--- config.mk ---
export PLATFORM = sky130hd
export DESIGN_NAME = pipe_stage_reg
export DESIGN_NICKNAME = d
export VERILOG_FILES = /design/src/rtl/pipe_pkg.sv /design/src/rtl/pipe_stage_slot.sv /design/src/rtl/pipe_stage_reg.sv
export SDC_FILE = /design/constraint.sdc
export NUM_CORES = 1
export LEC_CHECK = 0
export ABC_AREA = 1
export CAP_MARGIN = 20
export CORE_MARGIN = 3
export CORE_UTILIZATION = 50
export CTS_BUF_LIST = sky130_fd_sc_hd__clkbuf_8 sky130_fd_sc_hd__clkbuf_16
export DETAILED_ROUTE_END_ITERATION = 6
export PLACE_DENSITY = 0.79
export SLEW_MARGIN = 20
export SYNTH_ARGS = -nofsm -noshare
export SYNTH_HDL_FRONTEND = slang
export SYNTH_SLANG_ARGS = --single-unit
--- constraint.sdc ---
create_clock -name clk -period 4.35 [get_ports clk]
set_clock_uncertainty 0.1 [all_clocks]
set_input_delay 0.6525 -clock clk [delete_from_list [all_inputs] [get_ports clk]]
set_output_delay 0.6525 -clock clk [all_outputs]
set_load 0.005 [all_outputs]
--- src/rtl/pipe_pkg.sv ---
// rtl/pipe_pkg.sv - shared types and constants for the pipeline stage register
package pipe_pkg;

  localparam int INSTR_W   = 32;
  localparam int PC_W      = 32;
  localparam int DEF_LANES = 3;
  localparam int DEF_DW    = 32;

  localparam logic [PC_W-1:0] EXC_VECTOR_DEF = 32'hbfc00380;

  typedef enum logic [1:0] {
    ST_EMPTY,
    ST_ONE,
    ST_TWO
  } state_e;

  typedef struct packed {
    logic [INSTR_W-1:0] instr;
    logic [PC_W-1:0]    pc;
    logic [PC_W-1:0]    pc8;
    logic               exc;
  } entry_hdr_t;

  typedef struct packed {
    entry_hdr_t                     hdr;
    logic [DEF_LANES*DEF_DW-1:0]    data;
  } entry_t;

  localparam int HDR_W = $bits(entry_hdr_t);

  function automatic entry_hdr_t bubble_hdr(input logic [PC_W-1:0] vec);
    entry_hdr_t h;
    h.instr = '0;
    h.pc    = vec;
    h.pc8   = '0;
    h.exc   = 1'b1;
    return h;
  endfunction

endpackage

--- src/rtl/pipe_stage_slot.sv ---
// rtl/pipe_stage_slot.sv - one entry register with valid bit, load and clear
module pipe_stage_slot #(
  parameter int W = 8
) (
  input  logic         clk,
  input  logic         reset,
  input  logic         clr,
  input  logic         load,
  input  logic [W-1:0] d,
  output logic         valid,
  output logic [W-1:0] q
);

  // clear wins over load so a discarded slot never retains stale payload
  always_ff @(posedge clk or negedge reset) begin
    if (!reset) begin
      valid <= 1'b0;
      q     <= '0;
    end else if (clr) begin
      valid <= 1'b0;
      q     <= '0;
    end else if (load) begin
      valid <= 1'b1;
      q     <= d;
    end
  end

endmodule

--- src/rtl/pipe_stage_reg.sv ---
// rtl/pipe_stage_reg.sv - valid/ready stage register with skid entry; optional PIPE_STALL_CNT_EN
module pipe_stage_reg
  import pipe_pkg::*;
#(
  parameter int          LANES      = 3,
  parameter int          DW         = 32,
  parameter logic [31:0] EXC_VECTOR = EXC_VECTOR_DEF
) (
  input  logic                clk,
  input  logic                reset,
  input  logic                flush,
  input  logic                req,
  input  logic                in_valid,
  output logic                in_ready,
  input  logic [31:0]         in_instr,
  input  logic [31:0]         in_pc,
  input  logic [31:0]         in_pc8,
  input  logic [LANES*DW-1:0] in_data,
  output logic                out_valid,
  input  logic                out_ready,
  output logic [31:0]         out_instr,
  output logic [31:0]         out_pc,
  output logic [31:0]         out_pc8,
  output logic [LANES*DW-1:0] out_data,
  output logic                out_exc
`ifdef PIPE_STALL_CNT_EN
  ,
  output logic [31:0]         perf_stall_cnt
`endif
);

  localparam int DATA_W = LANES * DW;
  localparam int SW     = HDR_W + DATA_W;

  state_e          state, state_n;
  logic            acc, pop;
  logic            main_valid, skid_valid;
  logic [SW-1:0]   main_q, skid_q, main_d, in_ent, bub_ent;
  logic            main_load, main_clr, skid_load, skid_clr;
  entry_hdr_t      in_hdr, main_hdr;

  assign in_hdr  = '{instr: in_instr, pc: in_pc, pc8: in_pc8, exc: 1'b0};
  assign in_ent  = {in_hdr, in_data};
  assign bub_ent = {bubble_hdr(EXC_VECTOR), {DATA_W{1'b0}}};

  // in_ready comes straight from the skid flop, never from out_ready
  assign in_ready  = !skid_valid;
  assign out_valid = main_valid;
  assign acc       = in_valid & in_ready;
  assign pop       = out_valid & out_ready;

  always_ff @(posedge clk or negedge reset) begin
    if (!reset) state <= ST_EMPTY;
    else        state <= state_n;
  end

  always_comb begin
    state_n = state;
    if (req) begin
      state_n = ST_ONE;
    end else if (flush) begin
      state_n = ST_EMPTY;
    end else begin
      case (state)
        ST_EMPTY: if (acc) state_n = ST_ONE;
        ST_ONE: begin
          if (acc && !pop)      state_n = ST_TWO;
          else if (!acc && pop) state_n = ST_EMPTY;
        end
        ST_TWO:   if (pop) state_n = ST_ONE;
        default:  state_n = ST_EMPTY;
      endcase
    end
  end

  always_comb begin
    main_load = 1'b0;
    main_clr  = 1'b0;
    main_d    = in_ent;
    skid_load = 1'b0;
    skid_clr  = 1'b0;
    if (req) begin
      main_load = 1'b1;
      main_d    = bub_ent;
      skid_clr  = 1'b1;
    end else if (flush) begin
      main_clr  = 1'b1;
      skid_clr  = 1'b1;
    end else begin
      case (state)
        ST_EMPTY: main_load = acc;
        ST_ONE: begin
          if (acc && pop)       main_load = 1'b1;
          else if (acc)         skid_load = 1'b1;
          else if (pop)         main_clr  = 1'b1;
        end
        ST_TWO: begin
          if (pop) begin
            main_load = 1'b1;
            main_d    = skid_q;
            skid_clr  = 1'b1;
          end
        end
        default: begin
          main_clr = 1'b1;
          skid_clr = 1'b1;
        end
      endcase
    end
  end

  pipe_stage_slot #(.W(SW)) u_main (
    .clk   (clk),
    .reset (reset),
    .clr   (main_clr),
    .load  (main_load),
    .d     (main_d),
    .valid (main_valid),
    .q     (main_q)
  );

  pipe_stage_slot #(.W(SW)) u_skid (
    .clk   (clk),
    .reset (reset),
    .clr   (skid_clr),
    .load  (skid_load),
    .d     (in_ent),
    .valid (skid_valid),
    .q     (skid_q)
  );

  assign main_hdr  = entry_hdr_t'(main_q[SW-1 -: HDR_W]);
  assign out_instr = main_hdr.instr;
  assign out_pc    = main_hdr.pc;
  assign out_pc8   = main_hdr.pc8;
  assign out_exc   = main_hdr.exc;
  assign out_data  = main_q[DATA_W-1:0];

`ifdef PIPE_STALL_CNT_EN
  // saturating; only reset clears it so stall history survives flush and req
  always_ff @(posedge clk or negedge reset) begin
    if (!reset)
      perf_stall_cnt <= '0;
    else if (out_valid && !out_ready && perf_stall_cnt != 32'hffffffff)
      perf_stall_cnt <= perf_stall_cnt + 32'd1;
  end
`endif

endmodule

==> flow_summary_export.csv <==
group,metric,value,unit
run_status,status,"completed",
synthesis,ys_types,21,
cts,post_cts_buffers,0,
worst_hold_path,hp-class,"primary input to async pin",
synthesis,synthesis.area,0.0172,mm²
sta,relSlewSlack,0.344,
global_route,grt_overflow,0,
synthesis,yosysWarnings,0,
critical_path,worstSetupPathType,"primary input to flip-flop",
critical_path,reg2reg_slack,1.53,ns
floorplan,chipHeight,192,µm
global_route,grt_pass1_vias,15718,
floorplan,ios,393,
critical_path,worstPathRequired,4.71,ns
critical_path,worstRegToRegCells,8,
layout,nets,2642,
sta,rsz0062_at_grt,"false",
synthesis,yosysTopAreaCellShare,0.564,
synthesis,synth_cells,2136,
floorplan,rows,67,
floorplan,die-area,0.0368,mm²
power_and_ir_drop,leakagePower,10.8,nW
detailed_routing,drt_iter0_drc,1381,
power_and_ir_drop,power_density,353,mW/mm²
sta,period_share,0.657,
sta,setup_slack,1.49,ns
place,postPlaceCellArea,0.0214,mm²
synthesis,synth_area_per_cell,8.08,µm²
detailed_routing,drc_errors,0,
critical_path,cp-start-kind,"primary input",
critical_path,cp_max_fo,78,
cts,clk_path_buf_depth,3,
layout,final_core_util,0.671,
place,hpwl,32000,µm
sta,slew_violations,0,
critical_path,crit_path_end_kind,"flip-flop",
cts,htreeDepth,2,
cts,ctsHoldBuffers,0,
global_route,antenna_found_initial,4,
place,place.gp.congestion,0.855,
synthesis,synth-seq-cells,389,
synthesis,synth.net_count,2335,
floorplan,die_x,192,µm
cts,numCtsBuffers,41,
sta,tns,0,ns
place,port_buffers,392,
detailed_routing,vias,15815,
run,max_cap_viol_count,0,
cts,cts_sinks,389,
global_route,grt_usage,0.275,
synthesis,yosysTopAreaCell,"dfrtp_1",
sta,min_period,2.86,ns
layout,layout-drive-gt1-share,0.0385,
critical_path,r2r_start,"state[0]",
cts,tritoncts,"built",
cts,clk_pin_slew,0.06,ns
critical_path,r2r-end,"u_main.q[19]",
sta,setup_viol_count_final,0,
layout,fillCellCount,2613,
global_route,grt_max_degree,185,
layout,area_delta_synth_final,31.4,%
floorplan,start_util,0.511,
synthesis,yosysSeqAreaShare,0.564,
critical_path,cp_data_arrival_time,3.22,ns
sta,clock.fmax,0.350,GHz
place,pre_cts_ws,0.951,ns
global_route,grt_pass1_wl,82000,µm
sta,worst_pin_slew,0.984,ns
detailed_routing,dr.pass1.iters,7,
cts,postCtsResizedCells,0,
detailed_routing,finalWirelength,51200,µm
layout,design_area,0.0227,mm²
sta,finalHoldViolCount,0,
detailed_routing,ant_nets,0,
detailed_routing,viasPerCell,5.42,
sta,worst_hold_slack,0.0137,ns
synthesis,synth.area.top_cells,"dfrtp_1 56%, nand2_1 17%, o21ai_1 6.9%",
cts,clock_latency,0.52,ns
cts,ctsRootBufferMaster,"clkbuf_16",
detailed_routing,avgRoutedWirePerCell,17.6,µm
power_and_ir_drop,vdd.ir_drop.worst,0.251,mV
floorplan,coreArea,0.0338,mm²
[synthesized netlist by cell type]
cell / n
a21oi_2: 1
buf_1: 3
buf_2: 89
buf_4: 12
clkbuf_1: 45
clkinv_1: 1
dfrtp_1: 389
ha_1: 1
inv_1: 182
inv_2: 4
nand2_1: 794
nand2_2: 2
nand2_4: 1
nand3_1: 237
nand4_1: 1
nor2_1: 6
nor2_2: 3
nor2_4: 1
nor3_2: 1
o21ai_0: 125
o21ai_1: 238
[metrics by stage]
stage | total power, mW | std cells
3_3_place_gp | 4.71 | 2847
3_5_place_dp | 4.73 | 2847
5_1_grt | 8.31 | 2918
2_1_floorplan | 4.19 | 2136
4_1_cts | 8.06 | 2915
6_report | 7.99 | 2919
[cells by family after synthesis]
| kind of cell | count (synthesis) | synth area share |
|---|---|---|
| buf+inv | 336 | 0.0822 |
| compound gates | 364 | 0.106 |
| fa+ha+maj | 1 | 0.000725 |
| flops | 389 | 0.564 |
| simple gates | 1046 | 0.247 |
[worst max path at each step]
stage / from / endpoint / cells past startpoint
after CTS: out_ready / u_main.q[187] / 10
after detailed placement: out_ready / u_main.q[8] / 10
after global routing: out_ready / u_main.q[19] / 10
final: out_ready / u_main.q[19] / 10
after global placement: out_ready / u_main.q[12] / 10
after floorplan: out_ready / u_main.q[48] / 12
[cell usage in the layout, fill, tap and decap left out, types with 3 or more instances in the layout]
master	Yosys	routed
inv_6	0	3
dfrtp_1	389	389
o21ai_1	238	238
diode_2	0	3
clkbuf_8	0	9
clkbuf_16	0	41
nor2_1	6	6
o21ai_0	125	125
inv_1	182	191
buf_12	0	11
nor2_2	3	3
clkdlybuf4s50_1	0	391
buf_4	12	9
inv_2	4	4
clkinv_2	0	5
nand2_1	794	794
nand3_1	237	236
[cell type report]
cell class | count | area (µm²) | share of cell area
Sequential cell | 389 | 9730 | 0.430
Multi-Input combinational cell | 1411 | 6150 | 0.271
Timing Repair Buffer | 413 | 4240 | 0.187
Clock buffer | 50 | 1150 | 0.0507
Inverter | 187 | 702 | 0.0310
Tap cell | 448 | 561 | 0.0247
Clock inverter | 18 | 115 | 0.00508
Antenna cell | 3 | 7.51 | 0.000331
[critical path: stages]
cell and delay, ns:
clkdlybuf4s50_1 0.46, nand2_1 0.12, inv_2 0.12, nand2_1 0.07, nand2_1 0.17, nand2_8 0.34, nor2_4 0.59, buf_4 0.47
nand2_1 0.12, nand2_1 0.08
[flip-flops by register name (all words and copies together), names as in the netlist]
name / cells
state: 2
u_main.q: 193
u_main.valid: 1
u_skid.q: 192
u_skid.valid: 1
[power breakdown]
| part | total (mW) | switching, mW | leakage [nW] | internal (mW) |
|---|---|---|---|---|
| clock network | 3.32 | 1.40 | 0.665 | 1.92 |
| logic | 0.888 | 0.502 | 4.79 | 0.386 |
| registers | 3.78 | 0.0587 | 5.35 | 3.73 |
[layer usage]
layer,global-route usage,part of all wire,routed length (µm)
met5,0,0.00045,23
met4,0.129,0.051,2600
met3,0.0557,0.083,4270
met2,0.436,0.47,24300
met1,0.366,0.39,20100
(Power assumes the default switching activity.)
